File: config.mk
export PLATFORM = sky130hd
export DESIGN_NAME = sfp_norm_flat
export DESIGN_NICKNAME = d
export VERILOG_FILES = /design/src/rtl/sfp_pkg.sv /design/src/rtl/sfp_norm_if.sv /design/src/rtl/sfp_div_serial.sv /design/src/rtl/sfp_norm.sv /design/src/flat_wrapper.sv
export SDC_FILE = /design/constraint.sdc
export NUM_CORES = 1
export LEC_CHECK = 0
export CELL_PAD_IN_SITES_DETAIL_PLACEMENT = 1
export CELL_PAD_IN_SITES_GLOBAL_PLACEMENT = 2
export CORE_ASPECT_RATIO = 1.5
export CORE_UTILIZATION = 35
export DETAILED_ROUTE_END_ITERATION = 10
export PLACE_DENSITY = 0.81
export SLEW_MARGIN = 20
export SYNTH_ARGS = -nofsm -noshare
export SYNTH_HDL_FRONTEND = slang
export SYNTH_SLANG_ARGS = --single-unit
export TNS_END_PERCENT = 20
File: constraint.sdc
create_clock -name clk -period 21.8 [get_ports clk]
set_input_delay 4.36 -clock clk [delete_from_list [all_inputs] [get_ports clk]]
set_output_delay 4.36 -clock clk [all_outputs]
set_load 0.05 [all_outputs]
File: src/rtl/sfp_pkg.sv
// Shared types, defaults and helpers for the sfp_norm special-function stage.
package sfp_pkg;

  typedef enum logic [1:0] {IDLE, SUM, DIV, DONE} state_t;

  localparam int FRAC = 8;

  // Magnitude of a sign-extended value; callers truncate to their element width.
  function automatic logic [63:0] abs(input logic signed [63:0] v);
    return v[63] ? -v : v;
  endfunction

endpackage

File: src/rtl/sfp_norm_if.sv
// Row-in / result-out handshake bundle for sfp_norm; master is upstream/consumer, slave is the block.
interface sfp_norm_if #(
  parameter int col     = 8,
  parameter int bw_psum = 20,
  parameter int sum_bw  = bw_psum + 8
);
  logic                     in_valid;
  logic                     in_ready;
  logic [col*bw_psum-1:0]   in_data;
  logic                     out_valid;
  logic                     out_ready;
  logic [col*bw_psum-1:0]   out;
  logic [sum_bw-1:0]        sum_out;

  modport master (
    output in_valid, in_data, out_ready,
    input  in_ready, out_valid, out, sum_out
  );

  modport slave (
    input  in_valid, in_data, out_ready,
    output in_ready, out_valid, out, sum_out
  );
endinterface

File: src/rtl/sfp_div_serial.sv
// Unsigned restoring divider, one quotient bit per cycle; the start cycle already produces the first bit,
// and done/quotient are combinational on the final step so the caller can capture without an extra cycle.
module sfp_div_serial #(
  parameter int DW = 28,
  parameter int VW = 28
) (
  input  logic          clk,
  input  logic          reset,
  input  logic          start,
  input  logic [DW-1:0] dividend,
  input  logic [VW-1:0] divisor,
  output logic          busy,
  output logic          done,
  output logic [DW-1:0] quotient
);
  localparam int CW = $clog2(DW) + 1;

  logic [VW-1:0] rem;
  logic [DW-1:0] q;
  logic [CW-1:0] cnt;

  logic [VW-1:0] rem_cur;
  logic [DW-1:0] q_cur;
  logic [CW-1:0] cnt_cur;
  logic [VW:0]   rem_shift;
  logic [VW-1:0] rem_nxt;
  logic          ge;
  logic          step;

  always_comb begin
    step      = start || busy;
    rem_cur   = start ? '0 : rem;
    q_cur     = start ? dividend : q;
    cnt_cur   = start ? '0 : cnt;
    rem_shift = {rem_cur, q_cur[DW-1]};
    ge        = (rem_shift >= {1'b0, divisor});
    rem_nxt   = ge ? VW'(rem_shift - {1'b0, divisor}) : rem_shift[VW-1:0];
    quotient  = {q_cur[DW-2:0], ge};
    done      = step && (cnt_cur == CW'(DW - 1));
  end

  always_ff @(posedge clk or posedge reset) begin
    if (reset) begin
      rem  <= '0;
      q    <= '0;
      cnt  <= '0;
      busy <= 1'b0;
    end else if (step) begin
      rem  <= rem_nxt;
      q    <= quotient;
      cnt  <= cnt_cur + 1'b1;
      busy <= !done;
    end
  end

endmodule

File: src/rtl/sfp_norm.sv
// Row normalizer: sums |x_i| over a row, then divides each |x_i|<<frac by that sum and restores the sign.
module sfp_norm
  import sfp_pkg::*;
#(
  parameter int col     = 8,
  parameter int bw_psum = 20,
  parameter int frac    = FRAC,
  parameter int sum_bw  = bw_psum + 8
) (
  input logic       clk,
  input logic       reset,
  sfp_norm_if.slave bus
);
  localparam int DW = bw_psum + frac;
  localparam int IW = $clog2(col);

  state_t state, state_nxt;

  logic [col*bw_psum-1:0] row;
  logic [col*bw_psum-1:0] out_reg;
  logic [sum_bw-1:0]      acc;
  logic [sum_bw-1:0]      acc_nxt;
  logic [IW-1:0]          idx;

  logic [bw_psum-1:0]     x;
  logic [bw_psum-1:0]     ax;
  logic [bw_psum-1:0]     q_mag;
  logic [bw_psum-1:0]     res;
  logic                   neg;
  logic                   last_elem;
  logic                   div_start;
  logic                   div_busy;
  logic                   div_done;
  logic [DW-1:0]          div_q;

  // The quotient never exceeds 2^frac, so truncating it to the element width is lossless.
  always_comb begin
    x         = row[idx*bw_psum +: bw_psum];
    neg       = x[bw_psum-1];
    ax        = bw_psum'(abs(64'(signed'(x))));
    acc_nxt   = acc + sum_bw'(ax);
    last_elem = (idx == IW'(col - 1));
    q_mag     = bw_psum'(div_q);
    res       = neg ? -q_mag : q_mag;
    div_start = (state == DIV) && !div_busy;
  end

  sfp_div_serial #(
    .DW(DW),
    .VW(sum_bw)
  ) u_div (
    .clk      (clk),
    .reset    (reset),
    .start    (div_start),
    .dividend ({ax, {frac{1'b0}}}),
    .divisor  (acc),
    .busy     (div_busy),
    .done     (div_done),
    .quotient (div_q)
  );

  always_ff @(posedge clk or posedge reset) begin
    if (reset) state <= IDLE;
    else       state <= state_nxt;
  end

  always_comb begin
    state_nxt = state;
    case (state)
      IDLE:    if (bus.in_valid) state_nxt = SUM;
      SUM:     if (last_elem) state_nxt = (acc_nxt == '0) ? DONE : DIV;
      DIV:     if (div_done && last_elem) state_nxt = DONE;
      DONE:    if (bus.out_ready) state_nxt = IDLE;
      default: state_nxt = IDLE;
    endcase
  end

  always_ff @(posedge clk or posedge reset) begin
    if (reset) begin
      row     <= '0;
      out_reg <= '0;
      acc     <= '0;
      idx     <= '0;
    end else begin
      case (state)
        IDLE: begin
          if (bus.in_valid) begin
            row     <= bus.in_data;
            out_reg <= '0;
            acc     <= '0;
            idx     <= '0;
          end
        end
        SUM: begin
          acc <= acc_nxt;
          idx <= last_elem ? '0 : idx + 1'b1;
          if (last_elem && (acc_nxt == '0)) out_reg <= '0;
        end
        DIV: begin
          if (div_done) begin
            out_reg[idx*bw_psum +: bw_psum] <= res;
            idx <= last_elem ? '0 : idx + 1'b1;
          end
        end
        default: ;
      endcase
    end
  end

  assign bus.in_ready  = (state == IDLE);
  assign bus.out_valid = (state == DONE);
  assign bus.out       = out_reg;
  assign bus.sum_out   = acc;

endmodule

File: src/flat_wrapper.sv
// flat-port wrapper written by rule: the top's interface ports become plain ports
module sfp_norm_flat import sfp_pkg::*;
#(
  parameter int col     = 8,
  parameter int bw_psum = 20,
  parameter int frac    = FRAC,
  parameter int sum_bw  = bw_psum + 8
)
  (clk, reset, bus_in_valid, bus_in_data, bus_out_ready, bus_in_ready, bus_out_valid, bus_out, bus_sum_out);
  sfp_norm_if #(.col(col), .bw_psum(bw_psum), .sum_bw(sum_bw)) bus_i ();
  input logic clk;
  input logic reset;
  input wire logic [$bits(bus_i.in_valid)-1:0] bus_in_valid;
  input wire logic [$bits(bus_i.in_data)-1:0] bus_in_data;
  input wire logic [$bits(bus_i.out_ready)-1:0] bus_out_ready;
  output wire logic [$bits(bus_i.in_ready)-1:0] bus_in_ready;
  output wire logic [$bits(bus_i.out_valid)-1:0] bus_out_valid;
  output wire logic [$bits(bus_i.out)-1:0] bus_out;
  output wire logic [$bits(bus_i.sum_out)-1:0] bus_sum_out;
  assign bus_i.in_valid = bus_in_valid;
  assign bus_i.in_data = bus_in_data;
  assign bus_i.out_ready = bus_out_ready;
  assign bus_in_ready = bus_i.in_ready;
  assign bus_out_valid = bus_i.out_valid;
  assign bus_out = bus_i.out;
  assign bus_sum_out = bus_i.sum_out;
  sfp_norm #(.col(col), .bw_psum(bw_psum), .frac(frac), .sum_bw(sum_bw)) u_core (.clk(clk), .reset(reset), .bus(bus_i));
endmodule
=== Yosys cells after proc, flatten, opt, wreduce, memory -nomap -nowiden ===
Cells that the tools add are included.

* Add/subtract/negate cells: 7
* Equality and inequality tests: 11
* $lt $le $gt $ge: 1
* $mul: 1
* Reduce and logical (&&, ||, !) cells: 16
* Mux-type cells: 23
* Shift operators: 3

{| class="wikitable"
|+ Operator list
! operator !! number
|-
| 160-bit two-way mux || 3
|-
| 160-bit case mux with 3 select lines || 1
|-
| 160-bit bitwise mux || 1
|-
| 20-bit by 34-bit variable shift with 160-bit output, first input constant || 1
|-
| 160-bit by 9-bit indexed part select with 20-bit output || 1
|-
| 20-bit by 34-bit indexed part select with 160-bit output || 1
|-
| 28-bit two-way mux || 4
|-
| 28-bit case mux with 2 select lines || 1
|-
| 20-bit two-way mux || 2
|-
| 20-bit negator || 2
|-
| 8-bit negator with 34-bit output || 1
|-
| 29-bit by 28-bit greater-or-equal comparator with 1-bit output || 1
|-
| 28-bit by 20-bit adder with 28-bit output || 1
|-
| 28-bit logical NOT || 1
|-
| 28-bit subtractor || 1
|-
| 3-bit two-way mux || 3
|-
| 3-bit case mux with 3 select lines || 1
|-
| 2-bit two-way mux || 4
|-
| 2-bit case mux with 4 select lines || 1
|-
| 4-bit AND reduction || 2
|-
| 6-bit by 1-bit adder with 6-bit output, second input constant || 1
|-
| 6-bit by 5-bit equality test with 1-bit output, second input constant || 1
|-
| 3-bit by 3-bit multiplier with 6-bit output, second input constant || 1
|-
| 6-bit two-way mux || 1
|-
| other kinds (15) || 25
|}

* Input bits: 164
* Logic and storage cells: 71
* Flip-flop bits (word level): 416
* Output and inout bits: 190

=== Longest topological paths before layout ===
* Word-level depth: 12
* Gate-level depth with buffers: 33
* Mapped depth without buffers: 28

=== Modules after synthesis ===
Synthesis repeated with hierarchy kept, for this count alone.

* Cells, all modules: 2549
* Area total of the unflattened synthesis: 24887.6 sq um

{| class="wikitable"
|+ By module, submodules not included
! module !! cells each !! sequential area each (sq um) !! times used !! area each (sq um)
|-
| sfp_norm || 1902 || 8833.5 || 1 || 19632.6
|-
| sfp_div_serial || 647 || 1576.5 || 1 || 5255.0
|}

=== Least setup slack after synthesis ===
Ideal clock, no wire load.

* Path type: reg2reg
* Start point: reg u_core.idx[0]
* End point: reg u_core.out_reg[140] (netlist: u_core.bus.out[140])
* Arrival time: 7.318 ns
* Path buffers: 11
* Setup slack: 14.341 ns
* Data required time: 21.659 ns
* Clock period less this slack: 7.459 ns
* Library setup time: 0.141 ns
* Stages on the path, launching flop included: 33
* Cell sequence: dfrtp_1 buf_2 buf_6 buf_4 buf_1 clkbuf_1 clkbuf_1 clkbuf_1 o21ai_0 mux2_2 ha_1 and2_1 nand4_1 nor2_1 nor2_1 nor2_1 xor2_1 ha_1 buf_2 a21o_1 a221oi_1 mux2_2 nor4_1 nand4_1 nor4_1 nand4b_1 o41ai_2 nand2_1 buf_2 buf_1 buf_2 a21oi_1 o41ai_1

* Word-level cells in the longest chain between the ends: 12
* Elaborated cells between the ends (all ways): 20
* Those cells by class: 4 x add/sub; 1 x mul; 1 x order compare; 2 x eq/ne; 3 x shift; 6 x mux; 3 x reduce/logical

{| class="wikitable"
|+ Ends and longest elaborated chain
! item !! RTL line !! RTL
|-
| start, declared || sfp_norm.sv:23 || <nowiki>logic [IW-1:0] idx;</nowiki>
|-
| start signal, assigned || sfp_norm.sv:96 || <nowiki>idx <= last_elem ? '0 : idx + 1'b1;</nowiki>
|-
| start signal, assigned || sfp_norm.sv:102 || <nowiki>idx <= last_elem ? '0 : idx + 1'b1;</nowiki>
|-
| 3-bit by 3-bit multiplier with 6-bit output || sfp_norm.sv:38, sfp_norm.sv:101 ||
|-
| 160-bit by 9-bit indexed part select with 20-bit output || sfp_norm.sv:38 || <nowiki>x = row[idx*bw_psum +: bw_psum];</nowiki>
|-
| 20-bit negator || sfp_pkg.sv:10 || <nowiki>return v[63] ? -v : v;</nowiki>
|-
| 20-bit two-way mux || sfp_pkg.sv:10 ||
|-
| 28-bit two-way mux || sfp_div_serial.sv:33 || <nowiki>q_cur = start ? dividend : q;</nowiki>
|-
| 29-bit by 28-bit greater-or-equal comparator with 1-bit output || sfp_div_serial.sv:36 || <nowiki>ge = (rem_shift >= {1'b0, divisor});</nowiki>
|-
| 20-bit negator || sfp_norm.sv:44 || <nowiki>res = neg ? -q_mag : q_mag;</nowiki>
|-
| 20-bit two-way mux || sfp_norm.sv:44 ||
|-
| 20-bit by 34-bit indexed part select with 160-bit output || sfp_norm.sv:101 || <nowiki>out_reg[idx*bw_psum +: bw_psum] <= res;</nowiki>
|-
| 160-bit bitwise mux || sfp_norm.sv:101 ||
|-
| 160-bit two-way mux || sfp_norm.sv:100 || <nowiki>if (div_done) begin</nowiki>
|-
| 160-bit case mux with 3 select lines || sfp_norm.sv:85 || <nowiki>case (state)</nowiki>
|-
| end signal, assigned by index || sfp_norm.sv:101 ||
|-
| end, declared || sfp_norm.sv:20 || <nowiki>logic [col*bw_psum-1:0] out_reg;</nowiki>
|}

Several ways; a longest one is shown, not always the timed one. The select of a mux whose other input is x is not followed.
A chain may end at the register's enable or synchronous reset.

=== Worst setup path in the final report ===
* Start point: reg u_core.idx[0]
* End point: reg u_core.out_reg[92] (netlist: u_core.bus.out[92])

The elaborated chain is that of the path after synthesis.

==> out/results.ini <==
[layout]
drive_gt1_share_pct = 13.0
final_nets = 3172
design_area_um2 = 31300
syn_to_final_growth_pct = 23.8
mostFrequentLayoutCell = dfrtp_1
layout_common_cells = dfrtp_1 (414), clkdlybuf4s50_1 (353), nand2_1 (298)

[die]
start_util_pct = 35.4
dieArea_um2 = 73300
pin_count = 354
rows = 120
core_um2 = 71500
die_x_um = 221
die_height_um = 331

[setup_path]
reg2reg_from = u_core.idx[0]
critPathKind = reg2reg
r2r_end = u_core.bus.out[92]
r2r_cells = 25
worstSetupEndpoint = u_core.bus.out[92]
r2r_slack_ns = 12.57
crit_start = u_core.idx[0]
arrival_ns = 9.73
cp_max_fo = 86
endpoint_kind = register
required_ns = 22.30
startpoint_type = register

[synthesis]
syn_area_um2 = 25300
async_reset_ff_share_pct = 100
yosysTopAreaCell = dfrtp_1
yosysSeqAreaShare_pct = 41.2
ys_ff_latch = 416
ys.flop_type = dfrtp_1
netlist-cell-type-count = 98
synth_top_area_share_pct = 41.2
syn_nets = 2883
yosys-top-cells-area = dfrtp_1 (41%), mux2_2 (7.8%), nand2_1 (4.5%)
synth_enable_flop_cells = 0
syn_inst = 2654
yosysWarnings = 0
synth_area_per_cell_um2 = 9.52

[power_and_ir_drop]
power_frac_clock_pct = 49.6
power_frac_comb_pct = 3.0
swShare_pct = 22.8
intPower_w = 0.00126
power_density_nw_per_um2 = 52.0
p_sw_w = 0.000371
pwr-share-seq_pct = 47.5
p_total_w = 0.00163
leakage_nw = 13.8
worst_ir_drop_vdd_mv = 0.0512

[detailed_routing]
vias = 23000
dr.pass1.iters = 7
remaining_drc_errors = 0
drtIter0Drc = 1322
viasPerCell = 5.90
routedWlPerCell_um = 26.8
drtAntennaViolNets = 0
routed_wl_mm = 104

[global_route]
grt_pass1_vias = 24900
grt.overflow.total = 0
grt_max_degree = 164
grt_util_all_layers_pct = 28.2
antenna_found_initial = 6
grt_pass1_wl_mm = 157

[clocking]
ctsHoldBuffers = 0
clk_pin_slew_ns = 0.06
cts-root-buf = clkbuf_16
numCtsBuffers = 46
clk-insertion-delay-late_ns = 0.63
cts_tree = built
htreeDepth = 2
clockBufferDepth = 3
cts_setup_buffers = 0
ctsResizeCount = 0
numClockSinks = 416

[timing]
rsz0062_at_grt = no
fin_skew_ns = 0.0318
fmax_ghz = 0.108
setup_violations = 0
slew_violations = 0
slew_headroom_pct = 24.2
fin_ws_ns = 12.57
hold_viol_final = 0
period_share_pct = 42.3
setup_tns_ns = 0
tightest_slew_ns = 1.13
period_minus_slack_ns = 9.23

[run]
maxCapViolCount = 0

[min_path]
worstHoldPathType = reg2reg
min_path_cells = 2

[place]
port_buffers = 353
dpl_cell_area_um2 = 29800
globalplace.congestion = 0.962
hpwlAfterDp_mm = 79.5
dp_slack_ns = 12.56

[outcome]
status = completed

==> metrics by stage <==
step	util, %	hold WS (ns)	std cells
4_1_cts	43.8	0.466	3892
2_1_floorplan	-	0.430	2654
6_report	43.8	0.466	3895
5_1_grt	43.8	0.493	3895
3_5_place_dp	41.6	0.452	3810
3_3_place_gp	41.6	0.445	3810
==> logic make-up after synthesis <==
family / synth area share, %
simple gates: 16.0
compound gates: 20.5
flops: 41.2
mux: 13.0
buf+inv: 3.49
xor+xnor: 2.54
fa+ha+maj: 3.28
==> how the worst min path moves through the flow <==
stage,startpoint,to,slack (ns)
floorplan,u_core.u_div.q[11],u_core.u_div.q[11],0.43
global placement,u_core.u_div.q[11],u_core.u_div.q[11],0.45
finish,u_core.u_div.q[11],u_core.u_div.q[11],0.47
CTS,u_core.u_div.q[11],u_core.u_div.q[11],0.47
global route,u_core.u_div.q[11],u_core.u_div.q[11],0.49
detailed placement,u_core.u_div.q[11],u_core.u_div.q[11],0.45
==> power by group through the flow <==
stage	clock (W)	sequential, W	combinational [W]
2_1_floorplan	0	0.000787	0.0000115
5_1_grt	0.000848	0.000772	0.0000529
6_report	0.000806	0.000772	0.0000484
3_5_place_dp	0	0.000786	0.0000499
4_1_cts	0.000825	0.000772	0.0000501
3_3_place_gp	0	0.000786	0.0000487
==> critical path, stage by stage (launching register included) <==
cell      delay (ns)
dfrtp_4         0.56
buf_4           0.67
mux4_2          0.61
mux2i_1         0.32
nor2b_1         0.36
nand3_1         0.20
inv_1           0.14
nand3_1         0.10
or3_1           0.41
o21ai_0         0.23
xor2_1          0.28
ha_1            0.35
and2_1          0.20
a221oi_1        0.61
mux2_2          0.41
nor4_1          0.29
nand4_1         0.13
nor4_1          0.21
nand4b_1        0.21
o41ai_4         0.35
buf_4           0.38
nand2_2         0.07
buf_4           0.41
nor2_4          0.82
nand2_1         0.32
o31ai_1         0.34
==> cell usage after synthesis (18+ instances only) <==
cell and instances:
dfrtp_1 416, nand2_1 300, nor2_1 200, mux2_2 176, o21ai_0 174, a21oi_1 152, clkbuf_1 117, nand3_1 79
inv_1 64, a22o_1 63, ha_1 63, mux2i_1 54, a21o_1 51, nor3_1 50, and2_1 47, and3_1 40
xnor2_1 35, mux4_2 32, o31ai_1 31, xor2_1 31, a31oi_1 27, a22oi_1 26, nand4_1 26, o22ai_1 25
or3_1 23, a32o_1 18, buf_1 18
==> final cells by class <==
| type | instances | area, µm² |
|---|---|---|
| clock inverters | 19 | 253 |
| repair buffers | 391 | 3840 |
| inverters | 69 | 267 |
| diodes | 3 | 7.51 |
| clock buffers | 63 | 1260 |
| well taps | 915 | 1140 |
| multi-input cells | 2019 | 14100 |
| flip-flops and latches | 416 | 10400 |
| fillers | 8044 | 40200 |
==> layer usage <==
metal  vias up  GRT usage [%]  part of all wire (%)
met1     11700           29.7                    37
met4         6           16.3                   6.1
li1      10400              -                     -
met5         -              0                 0.033
met3       247           4.14                   4.1
met2       651           53.3                    53
Power figures use the tool's default switching activity.
